## src/rtl/mem_stage_pkg.sv

```systemverilog
// mem_stage_pkg: shared encodings for the memory-access stage
//   funct3 load/store codes, FSM states, data-bus lane count, funct3 legality helper
package mem_stage_pkg;
  localparam int unsigned BUS_LANES = 4;
  localparam logic [2:0] F3_LB  = 3'b000;
  localparam logic [2:0] F3_LH  = 3'b001;
  localparam logic [2:0] F3_LW  = 3'b010;
  localparam logic [2:0] F3_LBU = 3'b100;
  localparam logic [2:0] F3_LHU = 3'b101;
  localparam logic [2:0] F3_SB  = 3'b000;
  localparam logic [2:0] F3_SH  = 3'b001;
  localparam logic [2:0] F3_SW  = 3'b010;
  typedef enum logic [1:0] {S_IDLE, S_REQ, S_WAIT} state_e;
  function automatic logic f3_legal(input logic is_load, input logic [2:0] f3);
    return is_load ? (f3 inside {F3_LB, F3_LH, F3_LW, F3_LBU, F3_LHU})
                   : (f3 inside {F3_SB, F3_SH, F3_SW});
  endfunction
endpackage

```

## src/rtl/mem_load_ext.sv

```systemverilog
// mem_load_ext: selects the addressed byte/half lane of a bus word and sign/zero extends it
//   off_i: addr[1:0], mode_i: load funct3, rdata_i: raw bus word, val_o: extended result
module mem_load_ext
  import mem_stage_pkg::*;
#(
  parameter int XLEN = 32
) (
  input  logic [1:0]      off_i,
  input  logic [2:0]      mode_i,
  input  logic [XLEN-1:0] rdata_i,
  output logic [XLEN-1:0] val_o
);
  logic [XLEN-1:0] lane;
  logic            sx;
  assign lane = rdata_i >> {off_i, 3'b000};
  assign sx   = ~mode_i[2];
  always_comb
    val_o = (mode_i == F3_LW) ? rdata_i :
            (mode_i inside {F3_LH, F3_LHU}) ? {{(XLEN-16){sx & lane[15]}}, lane[15:0]} :
            {{(XLEN-8){sx & lane[7]}}, lane[7:0]};
endmodule

```

## src/rtl/mem_stage.sv

```systemverilog
// mem_stage: memory-access stage; drives the req/gnt/rvalid data bus and registers writeback
//   in : alu_val/rd/rd_we/rs2/mem_re/mem_we/mode from EXE/MEM, dmem_gnt/rvalid/rdata from bus
//   out: dmem_req/we/addr/be/wdata to bus, wb_val/rd_addr/rd_we/misalign to WB, stall upstream
module mem_stage
  import mem_stage_pkg::*;
#(
  parameter int XLEN  = 32,
  parameter int RADDR = 5
) (
  input  logic                 clk_i,
  input  logic                 rst_ni,
  input  logic [XLEN-1:0]      alu_val_i,
  input  logic [RADDR-1:0]     rd_addr_i,
  input  logic                 rd_we_i,
  input  logic [XLEN-1:0]      rs2_val_i,
  input  logic                 mem_re_i,
  input  logic                 mem_we_i,
  input  logic [2:0]           mem_mode_i,
  output logic                 dmem_req_o,
  output logic                 dmem_we_o,
  output logic [XLEN-1:0]      dmem_addr_o,
  output logic [BUS_LANES-1:0] dmem_be_o,
  output logic [XLEN-1:0]      dmem_wdata_o,
  input  logic                 dmem_gnt_i,
  input  logic                 dmem_rvalid_i,
  input  logic [XLEN-1:0]      dmem_rdata_i,
  output logic [XLEN-1:0]      wb_val_o,
  output logic [RADDR-1:0]     rd_addr_o,
  output logic                 rd_we_o,
  output logic                 misalign_o,
  output logic                 stall_o
);
  state_e               state_q, state_d;
  logic                 req_q, req_d, we_q, we_d;
  logic [XLEN-1:0]      addr_q, addr_d, wdata_q, wdata_d, wb_q, wb_d;
  logic [BUS_LANES-1:0] be_q, be_d;
  logic [RADDR-1:0]     rd_q, rd_d, lrd_q, lrd_d;
  logic                 rd_we_q, rd_we_d, lrd_we_q, lrd_we_d, mis_q, mis_d;
  logic [2:0]           mode_q, mode_d;
  logic [1:0]           off_q, off_d;
  logic                 access, bad, is_half, is_word;
  logic [BUS_LANES-1:0] be_n;
  logic [XLEN-1:0]      wdata_n, ext_val;
  assign access  = mem_re_i ^ mem_we_i;
  assign is_half = mem_mode_i[1:0] == 2'b01;
  assign is_word = mem_mode_i[1:0] == 2'b10;
  // both strobes high, unknown funct3, or a misaligned half/word all take the error path
  assign bad = (mem_re_i & mem_we_i) |
               (access & (~f3_legal(mem_re_i, mem_mode_i) | (is_half & alu_val_i[0]) |
                          (is_word & |alu_val_i[1:0])));
  assign be_n = is_word ? 4'b1111 : ((is_half ? 4'b0011 : 4'b0001) << alu_val_i[1:0]);
  // replication puts the data in every lane, so the lane picked by be_n is always correct
  assign wdata_n = is_word ? rs2_val_i :
                   is_half ? {(XLEN/16){rs2_val_i[15:0]}} : {(XLEN/8){rs2_val_i[7:0]}};
  assign stall_o = (state_q == S_IDLE) ? (access & ~bad) :
                   (state_q == S_REQ)  ? ~(dmem_gnt_i & we_q) :
                   (state_q == S_WAIT) ? ~dmem_rvalid_i : 1'b0;
  mem_load_ext #(.XLEN(XLEN)) u_ext (
    .off_i  (off_q),
    .mode_i (mode_q),
    .rdata_i(dmem_rdata_i),
    .val_o  (ext_val)
  );
  always_comb begin
    state_d  = state_q;
    req_d    = req_q;
    we_d     = we_q;
    addr_d   = addr_q;
    be_d     = be_q;
    wdata_d  = wdata_q;
    lrd_d    = lrd_q;
    lrd_we_d = lrd_we_q;
    mode_d   = mode_q;
    off_d    = off_q;
    wb_d     = wb_q;
    rd_d     = rd_q;
    rd_we_d  = 1'b0;
    mis_d    = 1'b0;
    case (state_q)
      S_IDLE:
        if (bad) mis_d = 1'b1;
        else if (access) begin
          state_d  = S_REQ;
          req_d    = 1'b1;
          we_d     = mem_we_i;
          addr_d   = {alu_val_i[XLEN-1:2], 2'b00};
          be_d     = be_n;
          wdata_d  = wdata_n;
          lrd_d    = rd_addr_i;
          lrd_we_d = rd_we_i;
          mode_d   = mem_mode_i;
          off_d    = alu_val_i[1:0];
        end else begin
          wb_d    = alu_val_i;
          rd_d    = rd_addr_i;
          rd_we_d = rd_we_i;
        end
      S_REQ:
        if (dmem_gnt_i) begin
          req_d   = 1'b0;
          state_d = we_q ? S_IDLE : S_WAIT;
        end
      S_WAIT:
        if (dmem_rvalid_i) begin
          wb_d    = ext_val;
          rd_d    = lrd_q;
          rd_we_d = lrd_we_q;
          state_d = S_IDLE;
        end
      default: state_d = S_IDLE;
    endcase
  end
  always_ff @(posedge clk_i)
    if (!rst_ni) begin
      state_q  <= S_IDLE;
      req_q    <= 1'b0;
      we_q     <= 1'b0;
      addr_q   <= '0;
      be_q     <= '0;
      wdata_q  <= '0;
      lrd_q    <= '0;
      lrd_we_q <= 1'b0;
      mode_q   <= '0;
      off_q    <= '0;
      wb_q     <= '0;
      rd_q     <= '0;
      rd_we_q  <= 1'b0;
      mis_q    <= 1'b0;
    end else begin
      state_q  <= state_d;
      req_q    <= req_d;
      we_q     <= we_d;
      addr_q   <= addr_d;
      be_q     <= be_d;
      wdata_q  <= wdata_d;
      lrd_q    <= lrd_d;
      lrd_we_q <= lrd_we_d;
      mode_q   <= mode_d;
      off_q    <= off_d;
      wb_q     <= wb_d;
      rd_q     <= rd_d;
      rd_we_q  <= rd_we_d;
      mis_q    <= mis_d;
    end
  assign dmem_req_o   = req_q;
  assign dmem_we_o    = we_q;
  assign dmem_addr_o  = addr_q;
  assign dmem_be_o    = be_q;
  assign dmem_wdata_o = wdata_q;
  assign wb_val_o     = wb_q;
  assign rd_addr_o    = rd_q;
  assign rd_we_o      = rd_we_q;
  assign misalign_o   = mis_q;
endmodule

```

## config.mk

```make
export PLATFORM = sky130hd
export DESIGN_NAME = mem_stage
export DESIGN_NICKNAME = d
export VERILOG_FILES = /design/src/rtl/mem_stage_pkg.sv /design/src/rtl/mem_load_ext.sv /design/src/rtl/mem_stage.sv
export SDC_FILE = /design/constraint.sdc
export NUM_CORES = 1
export LEC_CHECK = 0
export CORE_MARGIN = 1
export CORE_UTILIZATION = 46
export CTS_CLUSTER_DIAMETER = 200
export DETAILED_ROUTE_END_ITERATION = 6
export GPL_TIMING_DRIVEN = 1
export PLACE_DENSITY_LB_ADDON = 0.15
export SYNTH_ARGS = -nofsm -noshare
export SYNTH_HDL_FRONTEND = slang
export SYNTH_SLANG_ARGS = --single-unit
export TNS_END_PERCENT = 1
```

## constraint.sdc

```tcl
create_clock -name clk_i -period 2.8 [get_ports clk_i]
set_input_delay 0.56 -clock clk_i [delete_from_list [all_inputs] [get_ports clk_i]]
set_output_delay 0.56 -clock clk_i [all_outputs]
set_load 0.005 [all_outputs]
```

==> impl_results.md <==
* Status: finished clean
* Pins Over Slew Limit at 0
* Residual DRC at 0
* Fin crit share at 0.9700
* Mux share of post-synthesis cell area at 0.1679
* DR vias/cell at 5.508
* CP bufs+invs at 2
* Post-layout util at 0.6932
* Placement Cell Area at 8663 sq um
* RD Place Congestion at 0.8564
* CTS root buffer: clkbuf_16
* R2R setup slack at slightly above 0.6 ns
* Post-synthesis area per instance at 8.574 sq um
* Syn-to-layout area delta at 46.85%
* PortBufs at between 200 and 250
* Clock Skews at between 0.01 and 0.015 ns
* Setup Viol. Count Final at 0
* Die W at 118.8 microns
* Static leakage power at 3.476 nW
* Cts bufs inserted at 17
* Layout Cells excl Fill at 1,116
* Clock Latency Late Sink at slightly above 0.4 ns
* Clock Path Buffers at 2
* Distinct cells, synth at 52
* Max cap viols at 0
* Critical Path RT at 2.24 ns
* Maximum vdd drop at 0.4272 mV
* Grt total ovfl at 0
* Sink Count at 120
* Largest family of logic cells by synthesized area: compound AO/OA/AOI/OAI gates
* Starting density of the core at 0.4720
* CP startpoint: mem_we_i
* Pre-antenna DRT Iters at 5
* Post-Synth XOR/XNOR Area at 0.001396
* Max incr delay on CP at 0.43 ns
* Relative slew slack at 0.2259
* Design Area, Final at 9216 sq um
* Synth Area in Simple Gates at 0.1866
* Reg2Reg Depth at 4
* Worst-Margin Slew at 1.153 ns
* Clock-pin slew on the worst setup and hold paths at 0.05 ns
* FF-to-FF End: wb_val_o[21]$_SDFFE_PN0P_
* Top_reg_cell synth: dfxtp_1
* Arr. time, crit path at between 2 and 2.5 ns
* Largest delay share family, worst path: buffers and inverters
* Dpl cells at 1,085
* Worst-path maximum fanout at 2
* Antenna violations before repair at 0
* Worst setup SP type: primary input
* Detail Placement HPWL at around 14 mm
* Hold Crit Class: register to register
* TritonCTS clock tree: yes
* RSZ-0062 raised after global routing: no
* Pwr per Cell Area at 543.2 nW/um^2
* CP Depth at 6
* # diodes at 0
* DR WL/cell at ~18 microns
* Detailed Route Iter0 Violations at 316
* Total number of vias at between 6k and 7k
* Yosys warnings at 0
* Final #Nets at between 1k and 1.5k
* Slowest CP cell: clkdlybuf4s50_1
* Min Tclk post-route at 2.716 ns
* Die footprint at 14,110 sq um
* Layout cells sized above 1 at 0.09468
* Asr flop ratio synth at 0
* Detail Route Antenna Nets at 0
* Post-Synthesis Cells at about 730
* #FFs+latches synth at 120
* R2r startpoint: state_q[0]$_SDFFE_PN0P_
* Vias in the first global route at 5,987
* Crit. End Element: output port
* Number of synthesized flops with an enable pin at 0
* Synth area leader: dfxtp_1
* Global Route Usage Sum at 0.2753
* Core Footprint at between 10,000 and 15,000 sq um
* Die Ht at between 100 and 150 microns
* Synth Area in Compound Gates at 0.2047
* Hold path depth at 2
* Synth top area share at 0.3828
* Area share of fa/ha/maj cells after synthesis at 0.001994
* Row Count at 42
* F_max at 0.3682 GHz
* Largest net degree at the start of global routing at 87
* Final hold vios at 0
* Hold Buf Count CTS at 0
* Crit-path cells: clkdlybuf4s50_1 > ha_1 > or3b_4 > a2bb2oi_1 > o21ai_1 > clkdlybuf4s15_1
* Critical path class: primary input to output port
* Htree depth at 4
* CP endpoint: stall_o
* Io pins at 221
* Global-route wire length before repair at 30.60 mm
* Mapped cell area at 6276 sq um
* Seq/Total Area, Yosys at 0.3828
* Drt total wl at about 20 mm
* Top cells by area, synth: dfxtp_1 38%, mux2i_1 15%, nand2_1 12%
* Post-CTS setup buffers at 0
## cell type report
class                   instances  area [sq um]
fillers                      1080          4079
multi-input cells             537          3548
flip-flops and latches        120          2402
inverters                       4         15.01
clock buffers                  23         478.0
repair buffers                248          2480
well taps                     176         220.2
clock inverters                 8         72.57
## worst register-to-register path: stages, from the launching register on
cell and delay (ns):
dfxtp_1 0.46, nand2b_1 0.25, nor2_2 0.80, a211oi_1 0.15
a2111oi_0 0.39
## kinds of logic after synthesis
group	after synthesis
muxes	103
xor gates and xnor gates	1
AOI/OAI and AO/OA	164
buffers and inverters	76
adders and majority gates	1
other	1
and+or+nand+nor	266
DFF	120
## cell usage after synthesis, types with 2 or more instances
master	count
nand2_1	195
dfxtp_1	120
mux2i_1	94
clkbuf_1	50
a211oi_1	39
o21ai_0	29
nor2_1	27
a21oi_1	19
buf_2	13
a21o_1	12
a221o_1	12
a2111oi_2	9
nand3b_1	9
a2bb2oi_1	8
and3b_1	8
mux2_2	8
o2bb2ai_1	8
o221ai_1	7
a2111oi_0	6
nor2b_1	6
a311oi_1	5
nand2b_1	5
buf_4	4
buf_6	3
inv_1	3
nor3_1	3
a22oi_1	2
and2_1	2
buf_1	2
or4b_2	2
## worst min path at each step
stage | start | to | slack [ns]
6_report | dmem_wdata_o[14]$_SDFFE_PN0P_ | dmem_wdata_o[14]$_SDFFE_PN0P_ | 0.45
5_1_grt | wb_val_o[7]$_SDFFE_PN0P_ | wb_val_o[7]$_SDFFE_PN0P_ | 0.46
4_1_cts | dmem_wdata_o[14]$_SDFFE_PN0P_ | dmem_wdata_o[14]$_SDFFE_PN0P_ | 0.46
3_5_place_dp | wb_val_o[7]$_SDFFE_PN0P_ | wb_val_o[7]$_SDFFE_PN0P_ | 0.45
3_3_place_gp | lrd_q[1]$_SDFFE_PN0P_ | lrd_q[1]$_SDFFE_PN0P_ | 0.44
2_1_floorplan | lrd_we_q$_SDFFE_PN0P_ | lrd_we_q$_SDFFE_PN0P_ | 0.43
## layer usage
layer  GRT usage  up-vias  share of wire
met5           0        -              0
met2      0.4543      236           0.48
li1            -     2995              -
met4      0.1005        0          0.021
met1      0.3408     2885           0.43
met3     0.07722       31          0.072
## cell usage in the layout (no fill, tap or decap), drive strengths merged, types with 5 or more instances in the layout
master / count
nor2: 28
a311oi: 5
dfxtp: 120
a2bb2oi: 8
a21o: 12
clkdlybuf4s50: 216
nand2b: 5
nand2: 195
a2111oi: 16
a21oi: 19
nor2b: 6
mux2: 8
clkbuf: 23
a211oi: 39
clkinv: 5
a221o: 12
nand3b: 9
mux2i: 94
o221ai: 7
and3b: 8
buf: 31
o21ai: 29
o2bb2ai: 8
## what timing repair did
item	4_1_cts	5_1_grt
resized for setup	1	3
setup endpoints to repair	1	1
cloned	0	0
pin swaps	0	1
## registers in the layout (all words and copies together) (netlist names), 2 cells and up
name          count
off_q             2
state_q           2
mode_q            3
lrd_q             5
wb_val_o         32
rd_addr_o         5
dmem_be_o         4
dmem_addr_o      30
dmem_wdata_o     32
## power by group
part | internal, mW | switching [mW]
Sequential | 1.83 | 0.0728
Clock | 1.28 | 0.771
Combinational | 0.587 | 0.466
## through the flow
step	setup TNS, ns	worst slack, ns	total power [mW]	hold slack [ns]
2_1_floorplan	0	0.5678	2.417	0.4349
4_1_cts	0	0.05397	5.025	0.4581
5_1_grt	0	0.02211	5.204	0.4647
3_5_place_dp	-0.2490	-0.2288	2.985	0.4478
6_report	0	0.08413	5.007	0.4529
3_3_place_gp	-0.2002	-0.2002	2.961	0.4420
No activity file was read; power rests on OpenSTA's default activity.
